<file path="src/rtl/onehot_decode.sv">
// 3-to-8 one-hot decoder with a programmable drive phase,
// a one-cycle gap and a saturating accepted-code counter.
module onehot_decode #(
  parameter int HOLDW = 4,
  parameter int CNTW  = 8
) (
  input  logic             clk,
  input  logic             rst_n,
  input  logic [2:0]       in_code,
  input  logic             in_valid,
  output logic             in_ready,
  input  logic [HOLDW-1:0] hold_len,
  output logic [7:0]       out_onehot,
  output logic             out_valid,
  output logic [2:0]       last_code,
  output logic [CNTW-1:0]  evt_count
);

  typedef enum logic [1:0] {
    IDLE,
    DRIVE,
    GAP
  } state_e;

  state_e           state_q, state_d;
  logic [HOLDW-1:0] hold_q, hold_d;
  logic [2:0]       last_q, last_d;
  logic [CNTW-1:0]  cnt_q, cnt_d;
  logic [7:0]       oh_q, oh_d;
  logic             ov_q, ov_d;
  logic             accept;

  // Ready is gated by rst_n so nothing is offered while held in reset.
  assign in_ready = rst_n && (state_q == IDLE);
  assign accept   = in_valid && in_ready;

  always_comb begin
    state_d = state_q;
    hold_d  = hold_q;
    last_d  = last_q;
    cnt_d   = cnt_q;
    oh_d    = oh_q;
    ov_d    = ov_q;
    unique case (state_q)
      IDLE: begin
        if (accept) begin
          state_d = DRIVE;
          hold_d  = hold_len;
          last_d  = in_code;
          oh_d    = 8'h01 << in_code;
          ov_d    = 1'b1;
          if (cnt_q != {CNTW{1'b1}}) begin
            cnt_d = cnt_q + CNTW'(1);
          end
        end
      end
      DRIVE: begin
        if (hold_q == '0) begin
          state_d = GAP;
          oh_d    = 8'h00;
          ov_d    = 1'b0;
        end else begin
          hold_d = hold_q - HOLDW'(1);
        end
      end
      GAP: begin
        state_d = IDLE;
      end
      default: begin
        state_d = IDLE;
        oh_d    = 8'h00;
        ov_d    = 1'b0;
      end
    endcase
  end

  always_ff @(posedge clk) begin
    if (!rst_n) begin
      state_q <= IDLE;
      hold_q  <= '0;
      last_q  <= 3'b000;
      cnt_q   <= '0;
      oh_q    <= 8'h00;
      ov_q    <= 1'b0;
    end else begin
      state_q <= state_d;
      hold_q  <= hold_d;
      last_q  <= last_d;
      cnt_q   <= cnt_d;
      oh_q    <= oh_d;
      ov_q    <= ov_d;
    end
  end

  assign out_onehot = oh_q;
  assign out_valid  = ov_q;
  assign last_code  = last_q;
  assign evt_count  = cnt_q;

endmodule

</file>
<file path="config.mk">
export PLATFORM = sky130hd
export DESIGN_NAME = onehot_decode
export DESIGN_NICKNAME = d
export VERILOG_FILES = /design/src/rtl/onehot_decode.sv
export SDC_FILE = /design/constraint.sdc
export NUM_CORES = 1
export LEC_CHECK = 0
export CORE_ASPECT_RATIO = 1.2
export CORE_MARGIN = 4
export CORE_UTILIZATION = 42
export DETAILED_ROUTE_END_ITERATION = 10
export PLACE_DENSITY = 0.83
export SYNTH_ARGS = -nofsm -noshare
export SYNTH_HDL_FRONTEND = slang
export SYNTH_SLANG_ARGS = --single-unit
</file>
<file path="constraint.sdc">
create_clock -name clk -period 1.8 [get_ports clk]
set_input_delay 0.36 -clock clk [delete_from_list [all_inputs] [get_ports clk]]
set_output_delay 0.36 -clock clk [all_outputs]
set_load 0.1 [all_outputs]
</file>
==> results of run 1 <==
final cells by class:
type | instances | area (um^2) | share of cell area (%)
multi-input combinational | 98 | 631 | 33.5
timing repair buffer | 43 | 611 | 32.4
sequential | 26 | 536 | 28.4
clock buffer | 4 | 47.5 | 2.52
tap | 33 | 41.3 | 2.19
inverter | 5 | 18.8 | 0.996
metal layers:
metal | global-route usage, % | part of all wire (%) | vias to the layer above
li1 | - | - | 574
met1 | 20.2 | 41 | 575
met2 | 30.8 | 52 | 52
met3 | 2.15 | 5.7 | 4
met4 | 8.31 | 1.6 | 0
met5 | 0 | 0 | -
through the flow:
step | hold WS, ns | cells | TNS (ns) | cell area (um^2)
4_1_cts | 0.503 | 209 | 0 | 1870
5_1_grt | 0.526 | 209 | 0 | 1880
3_5_place_dp | 0.482 | 205 | -1.11 | 1820
6_report | 0.502 | 209 | 0 | 1880
3_3_place_gp | 0.473 | 205 | -0.414 | 1820
2_1_floorplan | 0.454 | 135 | -0.0810 | 1200
worst paths after layout:
kind / from / end / slack (ns)
min reg2reg: last_code[1] / last_code[1] / 0.50
min: last_code[1] / last_code[1] / 0.50
max: hold_q[0] / out_onehot[4] / 0.12
max reg2reg: hold_q[0] / out_onehot[4] / 0.12
cell families (layout without fill, tap and decap cells):
logic type,Yosys count,count (layout),synth area share (%)
AOI/OAI and AO/OA,36,36,21.1
and+or+nand+nor,54,54,23.7
xor gates and xnor gates,2,2,1.49
muxes,4,4,3.41
DFF,26,26,44.3
buffers and inverters,11,52,3.84
adders and majority gates,2,2,2.13
registers in the layout, indices dropped and copies added (netlist names):
register    cells
evt_count       8
out_onehot      8
out_valid       1
hold_q          4
last_code       3
state_q         2
cells in the final DEF, fill, tap and decap left out, drive strengths merged, types with 2 or more instances in the layout:
cell / instances
dfxtp: 26
buf: 34
o31ai: 2
ha: 2
inv: 5
a31o: 9
nor3: 3
nor2: 11
mux2i: 4
clkdlybuf4s50: 8
nor2b: 3
o32ai: 2
clkbuf: 4
xor2: 2
nand2: 16
nand4: 2
nand3: 8
or3: 2
a21oi: 13
nor3b: 2
o21ai: 4
timing repair:
item | in CTS | in global routing
gates cloned | 0 | 0
hold endpoints to repair | 0 | 0
gates resized for setup | 2 | 4
endpoints found under the setup margin | 1 | 12
pin swaps | 0 | 0
power by group through the flow:
stage          Clock, W  Sequential, W  Combinational (W)
2_1_floorplan         0       0.000782           0.000137
3_3_place_gp          0       0.000652           0.000437
3_5_place_dp          0       0.000654           0.000450
4_1_cts        0.000351       0.000642           0.000453
5_1_grt        0.000373       0.000647           0.000481
6_report       0.000340       0.000643           0.000458
critical path: cells and delay by family, from the launching register on:
kind                       cells  cell delay [ns]
AOI/OAI and AO/OA              3             0.52
adders and majority gates      1             0.23
and+or+nand+nor                1             0.18
buffers and inverters          2             0.24
DFF                            1             0.42
==> flow_summary_export.csv, run 1 <==
group,metric,value,unit
run_status,status,"finished, final reports clean",
power_and_ir_drop,internal_power,0.000959,W
logic_synthesis,yosysWarnings,0,
cts,ctsRootBufferMaster,"clkbuf_4",
logic_synthesis,yosys-top-cells-count,"26 x dfxtp_1, 16 x nand2_1, 13 x a21oi_1",
sta,fin_crit_sh,93.5,%
logic_synthesis,synthesis.nets,147,
routing,wirelength,3120,um
logic_synthesis,ys_seq_elements,26,
sta,skew,0.00154,ns
cts,path_clk_slew,0.14,ns
floorplanning,design.core.area,2600,um^2
sta,finalCriticalPeriod,1.68,ns
setup_path,critical_path.cell_chain,"inv_1 > ha_1 > nor3b_2 > o21ai_2 > buf_4 > a21oi_1 > a31o_2",
place,dpl.hpwl,2320,um
routing,ant_nets,0,
floorplanning,io_pins,31,
setup_path,path_class,"flip-flop to flip-flop",
cts,post-cts-setup-buffer-count,0,
floorplanning,die_w,56.3,um
global_route,antenna_found_initial,0,
routing,wire_per_inst,14.9,um
power_and_ir_drop,leakage,0.748,nW
global_route,grt_overflow,0,
setup_path,arrival,1.91,ns
setup_path,required,2.02,ns
power_and_ir_drop,p_comb_share,31.8,%
setup_path,path_max_fanout,4,
sta,hold_viol_final,0,
logic_synthesis,synth-edff-count,0,
floorplanning,dieArea,3710,um^2
cells_and_area,n_antenna_cell,0,
routing,drt-pass1-iter-count,4,
routing,drcViolationCount,0,
global_route,grt_start_max_net_pins,16,
logic_synthesis,synth_async_sr_flop_share,0,%
logic_synthesis,synth_most_common_cell,"dfxtp_1",
logic_synthesis,syn_avg_cell_area,8.69,um^2
logic_synthesis,synth_area,1170,um^2
sta,setup_ws,0.117,ns
power_and_ir_drop,peakVddDrop,0.683,mV
global_route,grt_pass1_vias,1158,
cts,cts.htree.levels,1,
power_and_ir_drop,totalPowerFinal,0.00144,W
setup_path,start_kind,"flip-flop",
flow_run,maxCapViolCount,0,
setup_path,r2r_cells,7,
cells_and_area,fill_cells,191,
sta,worst_pin_slew,0.469,ns
logic_synthesis,yosysUniqueCellTypes,35,
place,place.gp.congestion,0.849,
cells_and_area,fin_nets,189,
cts,holdBufCountCts,0,
power_and_ir_drop,clkPwrFrac,23.6,%
logic_synthesis,synth_top_area_share,44.3,%
power_and_ir_drop,seqPwrFrac,44.6,%
setup_path,slowest_delay,0.42,ns
setup_path,worst_setup_path_end_kind,"flip-flop",
sta,fmax,594,MHz
hold_path,min_path_type,"flip-flop to flip-flop",
cells_and_area,area_growth,60.6,%
routing,drt_iter0_markers,40,
cts,clock_sinks,26,
sta,rsz0062_at_grt,"no",
routing,num_vias,1205,
logic_synthesis,syn_inst,135,
logic_synthesis,seq_area_frac_synth,44.3,%
floorplanning,rows,20,
place,portBuffers,30,
cts,cts_made_buffers,3,
cts,cts_tree,"yes",
logic_synthesis,synth_area_leaders,"dfxtp_1 44%, a31o_2 6.7%, a21oi_1 5.5%",
routing,viasPerCell,5.77,
sta,maxSlewHeadroom,68.5,%
sta,setup_viol_count_final,0,
global_route,grt_use_total,17.2,%
global_route,grt_pass1_wl,5090,um
floorplanning,die_height,65.9,um
power_and_ir_drop,swShare,33.5,%
setup_path,slowest_stage,"dfxtp_1",
sta,finalMaxSlewViolations,0,
logic_synthesis,synth_ff_type,"dfxtp_1",
place,place_ws,-0.165,ns
cells_and_area,finish.utilization,72.4,%
floorplanning,start_util,45.1,%
power_and_ir_drop,p_switching,0.000483,W
cts,clk_path_buf_depth,2,
logic_synthesis,synth_top_cell_by_area,"dfxtp_1",
power_and_ir_drop,p_per_area,765,nW/um^2
cells_and_area,drive_gt1_share,35.2,%
hold_path,hold_depth,2,
cts,clk_latency,0.31,ns
Power figures use the tool's default switching activity.
==> inputs of run 2 (changes only) <==
--- a/config.mk
+++ b/config.mk
@@ -5,11 +5,13 @@
 export SDC_FILE = /design/constraint.sdc
 export NUM_CORES = 1
 export LEC_CHECK = 0
+export CAP_MARGIN = 20
 export CORE_ASPECT_RATIO = 1.2
 export CORE_MARGIN = 4
 export CORE_UTILIZATION = 42
 export DETAILED_ROUTE_END_ITERATION = 10
 export PLACE_DENSITY = 0.83
+export SETUP_SLACK_MARGIN = 0.15
 export SYNTH_ARGS = -nofsm -noshare
 export SYNTH_HDL_FRONTEND = slang
 export SYNTH_SLANG_ARGS = --single-unit
==> run 2 against run 1 <==
Effect of this change: utilization grew 1.6 points; total power up 4.3%; worst setup slack improved by 0.077 ns; final cell count down 0.48%; clock skew increased by 0.011 ns; die area is the same; combinational power rose by 1%; via count rose by 0.58%; flip-flop and latch count stayed put; global-route usage up 1.3 points; cell area up 2.2%; critical path depth unchanged; largest cell class unchanged.
==> flow_summary_export.csv, run 2 (synthesis results as in run 1) <==
group,metric,value,unit
run_status,status,"finished, final reports clean",
floorplanning,die_w,56.3,um
sta,fmax,623,MHz
global_route,grt_overflow,0,
sta,maxSlewHeadroom,72.8,%
sta,setup_tns,0,ns
place,portBuffers,30,
cells_and_area,finalNonFillerCells,208,
cts,holdBufCountCts,0,
cts,cts.htree.levels,1,
cells_and_area,final_cell_mix,"21 x buf_12, 16 x nand2_1, 16 x dfxtp_1",
routing,wirelength,3240,um
cts,cts_made_buffers,3,
floorplanning,design.core.area,2600,um^2
cts,cts_tree,"yes",
routing,num_vias,1212,
power_and_ir_drop,swShare,32.6,%
place,dpl.hpwl,2320,um
setup_path,path_class,"flip-flop to flip-flop",
cts,path_clk_slew,0.15,ns
cells_and_area,drive_gt1_share,37.1,%
power_and_ir_drop,p_per_area,781,nW/um^2
routing,drt-pass1-iter-count,4,
cts,clock_sinks,26,
power_and_ir_drop,seqPwrFrac,42.7,%
routing,wire_per_inst,15.6,um
routing,viasPerCell,5.83,
power_and_ir_drop,internal_power,0.00101,W
cts,ctsRootBufferMaster,"clkbuf_4",
routing,routed.top_layer,"met4",
global_route,antenna_found_initial,0,
global_route,grt_pass1_vias,1219,
sta,setup_viol_count_final,0,
setup_path,arrival,1.85,ns
global_route,grt_start_max_net_pins,18,
power_and_ir_drop,p_switching,0.000490,W
power_and_ir_drop,clkPwrFrac,26.5,%
cells_and_area,n_antenna_cell,0,
routing,drt_iter0_markers,40,
setup_path,path_max_fanout,6,
place,place_ws,-0.180,ns
cts,clk_latency,0.32,ns
sta,finalMaxSlewViolations,0,
sta,finalCriticalPeriod,1.61,ns
floorplanning,dieArea,3710,um^2
cells_and_area,fin_nets,188,
power_and_ir_drop,totalPowerFinal,0.00150,W
global_route,grt_pass1_wl,5490,um
sta,setup_ws,0.194,ns
floorplanning,start_util,45.1,%
floorplanning,die_height,65.9,um
global_route,grt_use_total,18.5,%
power_and_ir_drop,p_comb_share,30.8,%
routing,wl_met3,205,um
setup_path,required,2.04,ns
cells_and_area,area_growth,64.1,%
setup_path,start_kind,"flip-flop",
power_and_ir_drop,peakVddDrop,0.652,mV
sta,rsz0062_at_grt,"yes",
sta,worst_pin_slew,0.404,ns
sta,fin_crit_sh,89.2,%
cts,clk_path_buf_depth,2,
setup_path,worst_setup_path_end_kind,"flip-flop",
routing,drcViolationCount,0,
flow_run,maxCapViolCount,0,
place,dp.cells,203,
place,place.gp.congestion,0.784,
hold_path,min_path_type,"flip-flop to flip-flop",
cells_and_area,final_common_cell,"buf_12",
power_and_ir_drop,leakage,0.760,nW
routing,ant_nets,0,
routing,drt-met1-wl,1260,um
sta,hold_viol_final,0,
floorplanning,io_pins,31,
routing,wl_met2,1700,um
sta,skew,0.0122,ns
floorplanning,rows,20,
-- run 2: final timing paths --
check / slack [ns] / from / cells past startpoint / end
setup reg to reg: 0.19 / hold_q[0] / 7 / out_onehot[6]
setup / recovery: 0.19 / hold_q[0] / 7 / out_onehot[6]
hold reg to reg: 0.50 / last_code[0] / 2 / last_code[0]
hold / removal: 0.50 / last_code[0] / 2 / last_code[0]
-- run 2: routing by layer --
metal	global-route usage (%)	vias up
met5	0	-
met4	4.45	0
met1	19.5	586
met2	37.1	44
met3	3.71	8
li1	-	574
-- run 2: metrics by stage --
step	utilization (%)	area [um^2]	hold WS (ns)
floorplan	-	1230	0.459
global placement	70.8	1840	0.480
detailed placement	70.8	1840	0.484
CTS	73.8	1920	0.507
global route	74.0	1930	0.517
finish	74.0	1930	0.504
-- run 2: area by class of cell --
class / count / area (um^2)
clock inverters: 1 / 30.0
clock buffers: 3 / 22.5
multi-input cells: 98 / 664
inverters: 5 / 18.8
well taps: 33 / 41.3
flip-flops and latches: 26 / 543
fillers: 189 / 677
repair buffers: 42 / 606
-- run 2: what timing repair did --
action / CTS / global route
buffers inserted: 1 / 0
endpoints found under the setup margin: 9 / 13
gates resized for setup: 6 / 3
pin swaps: 0 / 2
-- run 2: power groups by stage --
| stage | sequential, W | clock [W] | combinational (W) |
|---|---|---|---|
| finish | 0.000642 | 0.000398 | 0.000464 |
| global route | 0.000646 | 0.000430 | 0.000489 |
| CTS | 0.000641 | 0.000407 | 0.000460 |
| detailed placement | 0.000652 | 0 | 0.000447 |
| global placement | 0.000649 | 0 | 0.000434 |
| floorplan | 0.000781 | 0 | 0.000141 |
-- run 2: critical path, stage by stage (launching register included) --
cell and delay, ns:
dfxtp_2 0.39, inv_1 0.05, ha_1 0.21, nor3b_4 0.17, o21ai_4 0.23, buf_4 0.18, a21oi_1 0.08, a31o_2 0.21
==> inputs of run 3 (changes only) <==
--- a/config.mk
+++ b/config.mk
@@ -6,7 +6,7 @@
 export NUM_CORES = 1
 export LEC_CHECK = 0
 export CAP_MARGIN = 20
-export CORE_ASPECT_RATIO = 1.2
+export CORE_ASPECT_RATIO = 1.5
 export CORE_MARGIN = 4
 export CORE_UTILIZATION = 42
 export DETAILED_ROUTE_END_ITERATION = 10
==> run 3 against run 2 <==
Effect of this change: non-clock buffer count did not move; register-to-register slack hardly changed; die area increased by 0.37%; routed wire length up 8.6%; highest routed layer unchanged; clock-buffer cell count stayed put; utilization shrank 2.0 points; global-route usage is 0.32 points higher; flip-flop and latch count is the same; first-iteration DRC count up 33%; critical path depth down 2; maximum frequency is 1.0% lower.
==> flow_summary_export.csv, run 3 (synthesis results as in run 1) <==
group,metric,value,unit
sta,fin_hold_ws,0.506,ns
cts,holdBufCountCts,0,
floorplanning,die_w,51.2,um
sta,hold_viol_final,0,
setup_path,r2r-end,"out_onehot[2]",
cts,cts_made_buffers,3,
place,placed_cell_area,1830,um^2
floorplanning,rows,23,
cells_and_area,final_common_cell,"buf_12",
flow_run,maxCapViolCount,0,
place,place_ws,-0.179,ns
sta,finalMaxSlewViolations,0,
global_route,grt_pass1_vias,1244,
cts,clock_sinks,26,
sta,fmax,616,MHz
power_and_ir_drop,internal_power,0.000940,W
setup_path,slowest_stage,"clkdlybuf4s50_1",
floorplanning,start_util,43.9,%
floorplanning,dieArea,3720,um^2
cells_and_area,area_growth,64.1,%
cts,ctsRootBufferMaster,"clkbuf_8",
setup_path,start_kind,"input pin",
setup_path,required,2.01,ns
sta,skew,0.00338,ns
sta,fin_crit_sh,90.1,%
setup_path,r2r_start,"hold_q[0]",
sta,maxSlewHeadroom,67.2,%
power_and_ir_drop,swShare,34.2,%
cells_and_area,stdcell_area,1930,um^2
floorplanning,die_height,72.7,um
setup_path,startpoint,"in_code[2]",
floorplanning,io_pins,31,
place,dpl.hpwl,2460,um
place,portBuffers,30,
routing,viasPerCell,5.82,
place,place.gp.congestion,0.804,
global_route,grt_use_total,18.9,%
cts,path_clk_slew,0.08,ns
sta,finalCriticalPeriod,1.62,ns
power_and_ir_drop,peakVddDrop,0.385,mV
routing,wire_per_inst,16.7,um
setup_path,reg2reg_slack,0.19,ns
power_and_ir_drop,seqPwrFrac,44.8,%
run_status,status,"finished, final reports clean",
cells_and_area,fin_nets,188,
cells_and_area,finish.utilization,71.9,%
global_route,grt_start_max_net_pins,16,
cts,clk_latency,0.26,ns
global_route,grt_pass1_wl,5470,um
routing,ant_nets,0,
global_route,grt_overflow,0,
floorplanning,design.core.area,2680,um^2
cts,cts_tree,"yes",
setup_path,path_max_fanout,4,
hold_path,min_path_type,"flip-flop to flip-flop",
sta,setup_ws,0.177,ns
setup_path,arrival,1.83,ns
power_and_ir_drop,clkPwrFrac,22.1,%
routing,drt_iter0_markers,53,
routing,drt-pass1-iter-count,4,
setup_path,r2r_cells,7,
power_and_ir_drop,p_per_area,742,nW/um^2
setup_path,path_class,"input pin to flip-flop",
power_and_ir_drop,totalPowerFinal,0.00143,W
power_and_ir_drop,p_comb_share,33.2,%
global_route,antenna_found_initial,0,
sta,worst_pin_slew,0.488,ns
sta,rsz0062_at_grt,"no",
cts,clk_path_buf_depth,2,
setup_path,worst_setup_path_end_kind,"flip-flop",
cells_and_area,drive_gt1_share,37.4,%
routing,drcViolationCount,0,
routing,wirelength,3510,um
setup_path,slowest_delay,0.46,ns
cells_and_area,final_cell_mix,"22 x buf_12, 16 x nand2_1, 16 x dfxtp_1",
sta,setup_viol_count_final,0,
setup_path,critical_path.cell_chain,"clkdlybuf4s50_1 > nor3_1 > nand2_1 > a21oi_1 > a31o_2",
power_and_ir_drop,leakage,0.751,nW
routing,num_vias,1228,
setup_path,cp-endpoint,"out_onehot[1]",
cells_and_area,n_antenna_cell,0,
power_and_ir_drop,p_switching,0.000489,W
cts,cts.htree.levels,1,
==> run 3: final cells by class <==
type	instances	area (um^2)
Multi-Input combinational cell	98	666
Tap cell	37	46.3
Timing Repair Buffer	42	611
Inverter	5	18.8
Fill cell	198	751
Clock buffer	3	41.3
Sequential cell	26	543
==> run 3: routing by layer <==
layer	wire length (um)	vias up	global-route usage [%]
met5	0	-	0
met4	109	0	6.89
met1	1200	586	19.8
met2	1970	59	36.7
li1	-	571	-
met3	229	12	2.66
==> run 3: worst max-delay path, delay by kind of cell <==
| family | cells | cell delay, ns |
|---|---|---|
| AO/OA/AOI/OAI | 2 | 0.41 |
| buffers and inverters | 1 | 0.46 |
| AND/OR/NAND/NOR | 2 | 0.62 |
==> run 3: per-stage QoR <==
step | setup TNS (ns) | std cells
global route | 0 | 211
global placement | -0.716 | 205
detailed placement | -1.35 | 205
floorplan | -0.0810 | 135
CTS | 0 | 208
finish | 0 | 211
==> run 3: worst min-delay path by stage <==
| stage | depth (start not counted) | startpoint | slack [ns] | endpoint |
|---|---|---|---|---|
| final | 1 | evt_count[2] | 0.51 | evt_count[2] |
| after detailed placement | 1 | evt_count[2] | 0.49 | evt_count[2] |
| after floorplan | 2 | in_code[0] | 0.46 | last_code[0] |
| after CTS | 1 | evt_count[2] | 0.51 | evt_count[2] |
| after global placement | 2 | hold_q[3] | 0.47 | hold_q[3] |
| after global routing | 1 | evt_count[2] | 0.54 | evt_count[2] |
==> run 3: repair_timing <==
| item | in CTS | in global routing |
|---|---|---|
| gates resized for setup | 6 | 5 |
| setup buffers | 0 | 3 |
| pin swaps | 0 | 1 |
| setup endpoints to repair | 11 | 13 |
==> run 3: power groups by stage <==
stage                     clock, W  combinational (W)  sequential, W
after floorplan                  0           0.000141       0.000781
after global placement           0           0.000431       0.000648
after detailed placement         0           0.000444       0.000651
after CTS                 0.000322           0.000455       0.000639
after global routing      0.000346           0.000496       0.000644
final                     0.000315           0.000474       0.000640
